## src/rtl/mc_sched_pkg.sv

```systemverilog
// Shared types and constants for the multicycle unit scheduler.
package mc_sched_pkg;

  localparam int NUM_MC   = 3;
  localparam int MC_XLEN  = 32;

  // Unit ids double as bit positions in every per-unit vector.
  localparam int MC_FSQRT = 0;
  localparam int MC_DIV   = 1;
  localparam int MC_FDIV  = 2;

  typedef enum logic [1:0] {
    IDLE = 2'd0,
    RUN  = 2'd1,
    DONE = 2'd2
  } mc_state_e;

  typedef struct packed {
    logic [4:0]         rd;
    logic               fp;
    logic [MC_XLEN-1:0] data;
  } mc_entry_t;

  // True when a used source operand names the same register (and file) as a
  // pending destination. Integer x0 is hardwired, so it never creates a
  // dependency; FP f0 is an ordinary register and does.
  function automatic logic reg_match(input logic [4:0] rd,
                                     input logic       fp,
                                     input logic [4:0] rs,
                                     input logic       use_rs,
                                     input logic       src_fp);
    return use_rs && (fp == src_fp) && (rd == rs) && (fp || (rd != 5'd0));
  endfunction

endpackage

```

## src/rtl/mc_unit_tracker.sv

```systemverilog
// Tracks one multicycle unit: IDLE/RUN/DONE state, its destination entry
// and the scoreboard comparators against the ID-stage sources.
module mc_unit_tracker
  import mc_sched_pkg::*;
(
  input  logic               clk,
  input  logic               reset,
  input  logic               issue_i,
  input  logic [4:0]         issue_rd_i,
  input  logic               issue_fp_i,
  input  logic               done_i,
  input  logic [MC_XLEN-1:0] result_i,
  input  logic               retire_i,
  input  logic [4:0]         id_rs1_i,
  input  logic [4:0]         id_rs2_i,
  input  logic               id_use_rs1_i,
  input  logic               id_use_rs2_i,
  input  logic               id_src_fp_i,
  output logic               start_o,
  output logic               busy_o,
  output logic               done_o,
  output mc_entry_t          entry_o,
  output logic               hit_o
);

  mc_state_e state_q, state_d;
  mc_entry_t entry_q, entry_d;
  logic      pend_hit;
  logic      live_hit;

  // State and entry registers; reset drops any in-flight operation.
  always_ff @(posedge clk) begin
    if (reset) begin
      state_q <= IDLE;
      entry_q <= '0;
    end else begin
      state_q <= state_d;
      entry_q <= entry_d;
    end
  end

  // Next state, entry capture and the launch pulse. Issue to a busy unit and
  // done pulses outside RUN are ignored.
  always_comb begin
    state_d = state_q;
    entry_d = entry_q;
    start_o = 1'b0;
    case (state_q)
      IDLE: begin
        if (issue_i) begin
          state_d    = RUN;
          start_o    = 1'b1;
          entry_d.rd = issue_rd_i;
          entry_d.fp = issue_fp_i;
        end
      end
      RUN: begin
        if (done_i) begin
          state_d      = DONE;
          entry_d.data = result_i;
        end
      end
      DONE: begin
        if (retire_i) begin
          state_d = IDLE;
        end
      end
      default: state_d = IDLE;
    endcase
  end

  // A retiring unit still reports a hit this cycle (conservative), and the
  // live issue is checked regardless of whether the unit accepts it.
  always_comb begin
    pend_hit = (state_q != IDLE) &&
               (reg_match(entry_q.rd, entry_q.fp, id_rs1_i, id_use_rs1_i, id_src_fp_i) ||
                reg_match(entry_q.rd, entry_q.fp, id_rs2_i, id_use_rs2_i, id_src_fp_i));
    live_hit = issue_i &&
               (reg_match(issue_rd_i, issue_fp_i, id_rs1_i, id_use_rs1_i, id_src_fp_i) ||
                reg_match(issue_rd_i, issue_fp_i, id_rs2_i, id_use_rs2_i, id_src_fp_i));
  end

  assign hit_o   = pend_hit | live_hit;
  assign busy_o  = (state_q != IDLE);
  assign done_o  = (state_q == DONE);
  assign entry_o = entry_q;

endmodule

```

## src/rtl/mc_unit_scheduler.sv

```systemverilog
// Launches and tracks the multicycle units, arbitrates finished results
// round-robin onto the single writeback port and raises the ID scoreboard hit.
module mc_unit_scheduler
  import mc_sched_pkg::*;
#(
  parameter int XLEN   = 32,
  parameter int NUM_MC = 3
) (
  input  logic                   clk,
  input  logic                   reset,
  input  logic [NUM_MC-1:0]      issue_valid,
  input  logic                   flush_exe,
  input  logic [4:0]             issue_rd,
  input  logic                   issue_fp,
  output logic [NUM_MC-1:0]      unit_start,
  input  logic [NUM_MC-1:0]      unit_done,
  input  logic [NUM_MC*XLEN-1:0] unit_result,
  output logic [NUM_MC-1:0]      unit_busy,
  output logic                   wb_valid,
  input  logic                   wb_ready,
  output logic [NUM_MC-1:0]      wb_unit,
  output logic [4:0]             wb_rd,
  output logic                   wb_fp,
  output logic [XLEN-1:0]        wb_data,
  input  logic [4:0]             id_rs1,
  input  logic [4:0]             id_rs2,
  input  logic                   id_use_rs1,
  input  logic                   id_use_rs2,
  input  logic                   id_src_fp,
  output logic                   sb_hit
);

  logic [NUM_MC-1:0] issue_live;
  logic [NUM_MC-1:0] done_mask;
  logic [NUM_MC-1:0] hit_vec;
  logic [NUM_MC-1:0] rr_grant;
  logic [NUM_MC-1:0] grant;
  logic [NUM_MC-1:0] retire;
  mc_entry_t         entries [NUM_MC];

  logic [1:0]        rr_ptr_q, rr_ptr_d;
  logic              lock_valid_q, lock_valid_d;
  logic [NUM_MC-1:0] lock_unit_q, lock_unit_d;

  // A flushed EXE instruction must not launch anything.
  assign issue_live = issue_valid & {NUM_MC{~flush_exe}};
  assign retire     = grant & {NUM_MC{wb_ready}};

  for (genvar gi = 0; gi < NUM_MC; gi++) begin : g_unit
    mc_unit_tracker u_tracker (
      .clk          (clk),
      .reset        (reset),
      .issue_i      (issue_live[gi]),
      .issue_rd_i   (issue_rd),
      .issue_fp_i   (issue_fp),
      .done_i       (unit_done[gi]),
      .result_i     (unit_result[gi*XLEN +: XLEN]),
      .retire_i     (retire[gi]),
      .id_rs1_i     (id_rs1),
      .id_rs2_i     (id_rs2),
      .id_use_rs1_i (id_use_rs1),
      .id_use_rs2_i (id_use_rs2),
      .id_src_fp_i  (id_src_fp),
      .start_o      (unit_start[gi]),
      .busy_o       (unit_busy[gi]),
      .done_o       (done_mask[gi]),
      .entry_o      (entries[gi]),
      .hit_o        (hit_vec[gi])
    );
  end

  assign sb_hit = |hit_vec;

  // Round-robin pick: first DONE unit at or after rr_ptr, wrapping mod 3.
  always_comb begin
    logic       found;
    logic [2:0] sum;
    logic [1:0] cand;
    rr_grant = '0;
    found    = 1'b0;
    sum      = '0;
    cand     = '0;
    for (int k = 0; k < NUM_MC; k++) begin
      sum  = {1'b0, rr_ptr_q} + 3'(k);
      cand = (sum >= 3'd3) ? 2'(sum - 3'd3) : sum[1:0];
      if (!found && done_mask[cand]) begin
        rr_grant[cand] = 1'b1;
        found          = 1'b1;
      end
    end
  end

  // Once a result is presented it stays selected until accepted.
  assign grant    = lock_valid_q ? lock_unit_q : rr_grant;
  assign wb_valid = |grant;
  assign wb_unit  = grant;

  // Present the granted entry; zero when nothing is offered.
  always_comb begin
    wb_rd   = '0;
    wb_fp   = 1'b0;
    wb_data = '0;
    for (int i = 0; i < NUM_MC; i++) begin
      if (grant[i]) begin
        wb_rd   = entries[i].rd;
        wb_fp   = entries[i].fp;
        wb_data = entries[i].data;
      end
    end
  end

  // Lock on a stalled offer; on accept, release and advance past the winner.
  always_comb begin
    rr_ptr_d     = rr_ptr_q;
    lock_valid_d = lock_valid_q;
    lock_unit_d  = lock_unit_q;
    if (wb_valid) begin
      if (wb_ready) begin
        lock_valid_d = 1'b0;
        lock_unit_d  = '0;
        if (grant[0])      rr_ptr_d = 2'd1;
        else if (grant[1]) rr_ptr_d = 2'd2;
        else               rr_ptr_d = 2'd0;
      end else begin
        lock_valid_d = 1'b1;
        lock_unit_d  = grant;
      end
    end
  end

  // Arbiter pointer and lock registers.
  always_ff @(posedge clk) begin
    if (reset) begin
      rr_ptr_q     <= '0;
      lock_valid_q <= 1'b0;
      lock_unit_q  <= '0;
    end else begin
      rr_ptr_q     <= rr_ptr_d;
      lock_valid_q <= lock_valid_d;
      lock_unit_q  <= lock_unit_d;
    end
  end

endmodule

```

## config.mk

```make
export PLATFORM = sky130hd
export DESIGN_NAME = mc_unit_scheduler
export DESIGN_NICKNAME = d
export VERILOG_FILES = /design/src/rtl/mc_sched_pkg.sv /design/src/rtl/mc_unit_tracker.sv /design/src/rtl/mc_unit_scheduler.sv
export SDC_FILE = /design/constraint.sdc
export NUM_CORES = 1
export LEC_CHECK = 0
export ABC_AREA = 1
export BUFFER_PORTS_ARGS = -buffer_cell sky130_fd_sc_hd__clkbuf_2
export CORE_ASPECT_RATIO = 0.5
export CORE_MARGIN = 2
export CORE_UTILIZATION = 35
export DETAILED_ROUTE_END_ITERATION = 7
export SYNTH_ARGS = -nofsm -noshare
export SYNTH_HDL_FRONTEND = slang
export SYNTH_SLANG_ARGS = --single-unit
export TNS_END_PERCENT = 10
```

## constraint.sdc

```tcl
create_clock -name clk -period 5.5 [get_ports clk]
set_input_delay 0.275 -clock clk [delete_from_list [all_inputs] [get_ports clk]]
set_output_delay 0.275 -clock clk [all_outputs]
set_load 0.05 [all_outputs]
```

==> results of run 1 <==
power by group:
part	switching (uW)	internal (uW)	total (uW)
clock network	435	694	1130
registers	42.8	973	1020
logic	1450	431	1880
state kept, by name, indices dropped and copies added (netlist names):
signal	count
rr_ptr_q	2
g_unit.u_tracker.state_q	6
lock_unit_q	3
lock_valid_q	1
g_unit.u_tracker.entry_o	114
cell type report:
type | count | area (sq um)
fillers | 1876 | 9700
multi-input cells | 564 | 2990
flip-flops and latches | 126 | 2520
repair buffers | 177 | 896
inverters | 153 | 577
clock buffers | 20 | 457
well taps | 234 | 293
clock inverters | 12 | 136
per-stage QoR:
step / area, sq um / power (uW) / setup slack, ns / std cells
2_1_floorplan: 6350 / 2530 / 2.71 / 905
6_report: 7870 / 4020 / 1.33 / 1286
3_3_place_gp: 7270 / 2920 / 1.93 / 1254
4_1_cts: 7870 / 4060 / 1.35 / 1286
5_1_grt: 7870 / 4260 / 0.954 / 1286
3_5_place_dp: 7270 / 2920 / 1.80 / 1254
Yosys cell counts:
master    number  area (sq um)
nand2_2        4          25.0
nand2_4        1          11.3
buf_2          4          20.0
clkinv_1       1          3.75
inv_2          7          26.3
nand3_2        1          10.0
a21oi_1      146           731
nand3_1       30           150
o21ai_0      147           736
a211oi_1       1          7.51
xnor2_1        5          43.8
o22ai_1       15          93.8
nor2_4         1          11.3
clkbuf_1      49           184
o31ai_1        1          7.51
o21a_1         1          7.51
nor4_1         4          25.0
nor2_1        83           312
dfxtp_1      126          2520
o21ai_2        1          8.76
inv_1        144           541
xor2_1         5          43.8
nand2_1       35           131
nor2_2        19           119
nand3b_1       4          30.0
buf_6          2          22.5
nor3_1         2          10.0
o21ai_1       10          50.1
inv_4          1          6.26
or2_2          2          12.5
a31oi_1        2          12.5
buf_8          1          15.0
nand4_1       10          62.6
buf_4          6          45.0
a311oi_1       1          8.76
a221oi_1       9          78.8
a21oi_2       20           175
ha_1           4          50.1
kinds of logic after synthesis:
logic type / synth area share
compound gates: 0.302
flops: 0.397
fa+ha+maj: 0.00788
buf+inv: 0.136
simple gates: 0.143
xor+xnor: 0.0138
path summary, 6_finish.rpt:
check	end	slack, ns	cells after the start	start
worst max-delay path	wb_data[10]	1.33	16	rr_ptr_q[0]
worst min-delay path	g_unit[2].u_tracker.entry_o[24]	0.13	3	unit_result[88]
worst max register to register	rr_ptr_q[1]	2.55	14	rr_ptr_q[0]
worst min register to register	g_unit[2].u_tracker.entry_o[30]	0.45	2	g_unit[2].u_tracker.entry_o[30]
metal layers:
| metal | up-vias | share of wire |
|---|---|---|
| met1 | 2912 | 0.46 |
| met4 | 0 | 0.028 |
| li1 | 3264 | - |
| met2 | 180 | 0.46 |
| met3 | 42 | 0.053 |
| met5 | - | 0 |
worst register-to-register path, delay by kind of cell (launching register included):
kind | cells | cell delay [ns]
compound gates | 2 | 0.55
fa+ha+maj | 1 | 0.39
buf+inv | 3 | 0.73
flops | 1 | 0.38
simple gates | 8 | 0.83
==> impl_metrics.tcl, run 1 <==
set metrics [dict create \
    first_pass_iters 5 \
    insertion_delay_ns 0.42 \
    grt_busiest_layer "met2" \
    core-area_sq_um 17600 \
    drt_iter0_drc 365 \
    antenna_found_initial 0 \
    ctsRootBufferMaster "clkbuf_16" \
    start_util 0.361 \
    crit_path_max_fanout 43 \
    syn-instance-count 905 \
    status "completed" \
    path_delay_family "simple AND/OR/NAND/NOR gates" \
    cp.required_ns 5.22 \
    synth.avg_cell_area_sq_um 7.02 \
    clock_skew_ns 0.00863 \
    cts_resized 0 \
    yosys_warnings 0 \
    relSlewSlack 0.173 \
    critPathMaxStageDelay_ns 0.94 \
    layout.cells.most_common "clkbuf_2" \
    crit_type "reg -> out" \
    worstPathArrival_ns 3.89 \
    drc_errors 0 \
    nets 1168 \
    hold_ws_ns 0.133 \
    drt.antenna.violating_nets 0 \
    crit_top_cell "nand2_1" \
    synth_area_sq_um 6350 \
    drv_slew 0 \
    path_buf_inv 5 \
    grt_pass1_wl_um 30300 \
    cp-end-kind "primary output" \
    postCtsSetupBuffers 0 \
    portBuffers 173 \
    ys_seq_elements 126 \
    cts_tree "built" \
    io_pins 174 \
    fin_setup_tns_ns 0 \
    die_height_um 99.2 \
    maxCapViolations 0 \
    wirelength_um 18800 \
    grt_max_degree 89 \
    setup_viol 0 \
    cpMaxStageDelayCell "nor2_4" \
    wl_per_cell_um 14.6 \
    grt.total_usage 0.196 \
    viasPerCell 4.98 \
    layout_common_cells "173 x clkbuf_2, 147 x o21ai_0, 146 x a21oi_1" \
    worstPathCellList "inv_1 > ha_1 > inv_2 > nand2_1 > nand3_1 > nand2_1 > nand3_1 > nand2_1 > inv_1 > nand2_2 > nand2_4 > inv_4 > nor2_4 > a21oi_1 > nor2_1 > clkbuf_2" \
    routabilityCongestion 0.921 \
    rsz0062_at_grt "false" \
    hold_class "in -> reg" \
    dieArea_sq_um 19300 \
    area_delta_synth_final_pct 23.9 \
    irDropWorstVdd_v 0.000296 \
    power.density_nw_per_um2 511 \
    ys_seq_area_frac 0.397 \
    ys_types 38 \
    htree_levels 4 \
    hold_buffers 0 \
    syn_nets 1034 \
    cts_buffers 17 \
    dpl.hpwl_um 13200 \
    fmax_mhz 240 \
    cts.sinks 126 \
    drive_above_1_share 0.255 \
    grt_pass1_vias 6151 \
    num_rows 34 \
    worstSetupStartpointType "flip-flop" \
    grtUsageMet3 0.0461 \
    layout_min_cycle_time_ns 4.17 \
    use_met2 0.323 \
    utilization 0.448 \
    grt-ovfl-total 0 \
    antenna-diode-count 0 \
    p_leak_uw 0.00338 \
    hold_viol_final 0 \
    path_clk_slew_ns 0.07 \
    cts_buffer_depth 2 \
    die_w_um 194 \
    fin_crit_sh 0.758 \
    vias 6398 \
    use_met1 0.249 \
    worst_pin_slew_ns 1.24 \
]
Note: power is estimated with default switching activity, not from simulation.
==> run 2: changes to the inputs <==
==> constraint.sdc (replaced) <==
create_clock -name clk -period 4.1 [get_ports clk]
set_input_delay 0.205 -clock clk [delete_from_list [all_inputs] [get_ports clk]]
set_output_delay 0.205 -clock clk [all_outputs]
set_load 0.05 [all_outputs]
==> impl_metrics.tcl, run 2 (same netlist as run 1, synthesis figures left out) <==
set metrics [dict create \
    status "completed" \
    drv_slew 0 \
    routabilityCongestion 0.931 \
    antenna-diode-count 0 \
    drc_errors 0 \
    first_pass_iters 5 \
    start_util 0.361 \
    hold_viol_final 0 \
    worstPathArrival_ns 3.55 \
    fill_cells 1829 \
    wirelength_um 19300 \
    hold_path_startpoint "unit_result[13]" \
    grt_max_degree 71 \
    vias 6484 \
    die_w_um 194 \
    p_sw_frac 0.474 \
    worstSetupStartpointType "flip-flop" \
    r2r-start "rr_ptr_q[0]" \
    p_int_uw 2910 \
    path_clk_slew_ns 0.06 \
    cts_tree "built" \
    p_sw_uw 2620 \
    dpl.hpwl_um 13600 \
    comb_power_share 0.471 \
    worst_pin_slew_ns 0.871 \
    pre_cts_ws_ns 0.804 \
    grt-ovfl-total 0 \
    p_seq_frac 0.246 \
    ctsRootBufferMaster "clkbuf_16" \
    power.density_nw_per_um2 698 \
    dieArea_sq_um 19300 \
    crit_type "reg -> out" \
    ff2ff_setup_slack_ns 1.56 \
    fmax_mhz 266 \
    final_area_sq_um 7930 \
    crit_path_max_fanout 43 \
    holdPathStages 3 \
    wl_met1_um 8870 \
    insertion_delay_ns 0.41 \
    layout_min_cycle_time_ns 3.76 \
    postCtsSetupBuffers 0 \
    cp.required_ns 3.89 \
    cts.sinks 126 \
    setup_viol 0 \
    hold_path_end "g_unit[0].u_tracker.entry_o[13]" \
    io_pins 174 \
    cts_resized 0 \
    cp-end-kind "primary output" \
    drt.antenna.violating_nets 0 \
    relSlewSlack 0.417 \
    grt.total_usage 0.202 \
    hold_class "in -> reg" \
    layout.cells.most_common "clkbuf_2" \
    cts_buffers 17 \
    wl_met2_um 8890 \
    drt_iter0_drc 477 \
    fin_setup_tns_ns 0 \
    layout_common_cells "173 x clkbuf_2, 147 x o21ai_0, 146 x a21oi_1" \
    p_leak_uw 0.00342 \
    finalPower_uw 5540 \
    num_rows 34 \
    core-area_sq_um 17600 \
    met3_length_um 1050 \
    reg2reg_depth 15 \
    viasPerCell 5.03 \
    maxCapViolations 0 \
    wl_per_cell_um 15.0 \
    die_height_um 99.2 \
    htree_levels 4 \
    area_delta_synth_final_pct 24.9 \
    rsz0062_at_grt "false" \
    place_area_sq_um 7310 \
    largest_register_ff_count 114 \
    irDropWorstVdd_v 0.000277 \
    r2r-end "rr_ptr_q[1]" \
    hold_buffers 0 \
    grt_pass1_wl_um 31300 \
    cts_buffer_depth 2 \
    antenna_found_initial 0 \
    clock_skew_ns 0.00967 \
    setup_ws_ns 0.343 \
    fin_crit_sh 0.916 \
    drive_above_1_share 0.257 \
    routed.top_layer "met4" \
    p_clk_frac 0.283 \
    grt_pass1_vias 6347 \
    nets 1170 \
    portBuffers 173 \
]
-- run 2: cell types whose count changed in the layout (fill, tap and decap cells not counted), sizes merged --
| cell | before | now |
|---|---|---|
| clkinvlp | 3 | 2 |
| buf | 4 | 6 |
| clkinv | 6 | 8 |
| clkbuf | 193 | 192 |
| inv | 154 | 153 |
| bufinv | 2 | 3 |
-- run 2: worst max path at each step --
stage,slack [ns],depth (start not counted),endpoint,from
6_report,0.34,17,wb_data[12],rr_ptr_q[0]
5_1_grt,0.07,17,wb_data[12],rr_ptr_q[0]
4_1_cts,0.36,17,wb_data[14],rr_ptr_q[0]
3_5_place_dp,0.80,17,wb_data[14],rr_ptr_q[0]
3_3_place_gp,0.96,17,wb_data[12],rr_ptr_q[0]
2_1_floorplan,1.38,17,wb_data[15],rr_ptr_q[0]
-- run 2: area by class of cell --
cell class                 count  area [sq um]  share of cell area
tap                          234           293              0.0369
multi-input combinational    564          2990               0.377
sequential                   126          2520               0.318
clock buffer                  19           453              0.0571
clock inverter                13           164              0.0207
inverter                     153           577              0.0727
timing repair buffer         179           936               0.118
-- run 2: routing by layer --
metal	track usage	up-vias
li1	-	3256
met1	0.262	2985
met2	0.343	208
met3	0.0288	35
met4	0.0828	0
met5	0	-
-- run 2: power groups by stage --
stage / Sequential, uW / Clock, uW / Combinational (uW)
after floorplan: 1370 / 0 / 2030
after global placement: 1390 / 0 / 2600
after detailed placement: 1390 / 0 / 2620
after CTS: 1360 / 1600 / 2630
after global routing: 1370 / 1660 / 2810
final: 1360 / 1570 / 2610
-- run 2: worst max-delay path: stages, from the launching register on --
cell and delay, ns:
dfxtp_1 0.39, inv_1 0.09, ha_1 0.41, inv_2 0.12, nand2_1 0.06, nand3_1 0.08
nand2_1 0.08, nand3_1 0.07, nand2_1 0.06, inv_1 0.06, nand2_2 0.06, nand2_4 0.35
inv_4 0.08, nor2_4 0.44, buf_12 0.26, a21oi_1 0.09, nor2_1 0.10, clkbuf_2 0.28
-- run 2: through the flow --
stage | std cells | util | hold WS [ns]
2_1_floorplan | 905 | - | 0.372
3_3_place_gp | 1256 | 0.416 | 0.434
3_5_place_dp | 1256 | 0.416 | 0.437
4_1_cts | 1288 | 0.451 | 0.0654
5_1_grt | 1288 | 0.451 | 0.0707
6_report | 1288 | 0.451 | 0.0779
==> run 3: changes to the inputs <==
--- a/config.mk
+++ b/config.mk
@@ -5,7 +5,6 @@
 export SDC_FILE = /design/constraint.sdc
 export NUM_CORES = 1
 export LEC_CHECK = 0
-export ABC_AREA = 1
 export BUFFER_PORTS_ARGS = -buffer_cell sky130_fd_sc_hd__clkbuf_2
 export CORE_ASPECT_RATIO = 0.5
 export CORE_MARGIN = 2
==> impl_metrics.tcl, run 3 <==
set metrics [dict create \
    status "completed" \
    place_area_sq_um 7200 \
    syn_nets 987 \
    maxCapViolations 0 \
    synthTopCellsByArea "dfxtp_1 40%, nand2_1 14%, a21oi_1 8.6%, nor2_1 4.7%, xor2_1 4.5%" \
    cp.required_ns 3.89 \
    htree_levels 4 \
    cp-end-kind "primary output" \
    worst_pin_slew_ns 0.939 \
    grt-ovfl-total 0 \
    core-area_sq_um 17400 \
    io_pins 174 \
    worstSetupStartpointType "flip-flop" \
    antenna-diode-count 0 \
    yosys.area.top_type_share 0.404 \
    grt_max_degree 89 \
    p_leak_uw 0.00316 \
    routabilityCongestion 0.893 \
    cts_resized 0 \
    insertion_delay_ns 0.40 \
    layout.cells.most_common "nand2_1" \
    layout_common_cells "237 x nand2_1, 172 x clkbuf_2, 126 x dfxtp_1" \
    clock_skew_ns 0.0115 \
    yosys.area_share.adder 0.00802 \
    fin_setup_tns_ns 0 \
    drt.antenna.violating_nets 0 \
    start_util 0.359 \
    synthSimpleGateAreaFrac 0.289 \
    layout_min_cycle_time_ns 3.71 \
    first_pass_iters 5 \
    final_area_sq_um 7860 \
    ctsRootBufferMaster "clkbuf_16" \
    path_clk_slew_ns 0.06 \
    hold_buffers 0 \
    ys_seq_area_frac 0.404 \
    synthArstFlopShare 0 \
    holdPathStages 3 \
    hold_ws_ns 0.0213 \
    synth_edf_count 0 \
    nets 1116 \
    yosys_warnings 0 \
    ys_seq_elements 126 \
    dpl.hpwl_um 13100 \
    worstPathArrival_ns 3.51 \
    setup_viol 0 \
    crit_path_start "rr_ptr_q[1]" \
    die_height_um 98.4 \
    drt_iter0_drc 228 \
    cts_buffer_depth 2 \
    hold_path_startpoint "unit_result[50]" \
    hold_viol_final 0 \
    synth.top_cells.by_count "237 x nand2_1, 126 x dfxtp_1, 107 x a21oi_1, 78 x nor2_1, 56 x clkbuf_1" \
    wirelength_um 19800 \
    pre_cts_ws_ns 0.587 \
    rsz0062_at_grt "false" \
    cts.sinks 126 \
    synth_top_area_cell "dfxtp_1" \
    fmax_mhz 269 \
    grt.total_usage 0.210 \
    largest_register_ff_count 114 \
    wl_per_cell_um 16.0 \
    area_delta_synth_final_pct 25.9 \
    cts_tree "built" \
    drc_errors 0 \
    die_w_um 193 \
    crit_path_max_fanout 20 \
    muxShareOfSynthArea 0.0305 \
    drive_above_1_share 0.229 \
    irDropWorstVdd_v 0.000223 \
    grt_pass1_wl_um 31300 \
    power.density_nw_per_um2 557 \
    hold_class "in -> reg" \
    postCtsSetupBuffers 0 \
    grt_pass1_vias 6238 \
    vias 6283 \
    viasPerCell 5.09 \
    cts_buffers 17 \
    reg2reg_depth 9 \
    num_rows 34 \
    relSlewSlack 0.374 \
    setup_ws_ns 0.388 \
    synth_area_sq_um 6240 \
    synth.most_common_cell "nand2_1" \
    synth_compound_gate_area_share 0.155 \
    syn-instance-count 858 \
    crit_type "reg -> out" \
    synth-main-ff-cell "dfxtp_1" \
    portBuffers 173 \
    synth_top_family_by_area "simple AND/OR/NAND/NOR gates" \
    antenna_found_initial 0 \
    drv_slew 0 \
    fin_crit_sh 0.905 \
    synth_xor_area_frac 0.0561 \
    ys_types 52 \
    synth.avg_cell_area_sq_um 7.28 \
    r2r-start "rr_ptr_q[1]" \
    dieArea_sq_um 19000 \
]
run 3: cell type report:
class                      instances  area, sq um
clock buffer                      18          439
clock inverter                    14          216
fill                            1800         9540
inverter                          11         41.3
multi-input combinational        645         3380
sequential                       126         2520
tap                              234          293
timing repair buffer             186          966
run 3: final timing paths:
| path | end | slack, ns |
|---|---|---|
| hold reg to reg | g_unit[2].u_tracker.entry_o[20] | 0.45 |
| setup reg to reg | lock_valid_q | 1.11 |
| hold / removal | g_unit[1].u_tracker.entry_o[18] | 0.02 |
| setup / recovery | wb_data[23] | 0.39 |
run 3: cells by family after synthesis:
family,count (synthesis)
XOR/XNOR,40
AO/OA/AOI/OAI,169
AND/OR/NAND/NOR,413
flip-flops,126
multiplexers,19
adder cells (fa/ha/maj),4
buffers and inverters,87
run 3: where the power goes:
part | internal, uW | total [uW] | switching (uW)
clock | 1100 | 1660 | 565
combinational | 336 | 1400 | 1070
sequential | 1270 | 1310 | 45.3
total | 2700 | 4380 | 1680
run 3: critical path, cell delays in order (launching register included):
cell	delay, ns
dfxtp_1	0.34
inv_1	0.10
ha_1	0.37
and4bb_1	0.29
nor3_1	0.43
nand2_1	0.19
o21ai_4	0.33
buf_4	0.34
nand3_1	0.12
a31oi_1	0.26
clkbuf_2	0.32
run 3: per-stage QoR:
stage                util  instances  power, uW
floorplan               -        858       2390
global placement    0.414       1202       2730
detailed placement  0.414       1202       2740
CTS                 0.451       1234       4420
global route        0.452       1234       4560
finish              0.452       1234       4380
run 3: routing by layer:
metal | part of all wire | GRT usage | vias up
met4 | 0.010 | 0.0728 | 0
met3 | 0.049 | 0.0324 | 12
met5 | 0 | 0 | -
met1 | 0.46 | 0.270 | 2971
met2 | 0.48 | 0.358 | 155
li1 | - | - | 3145
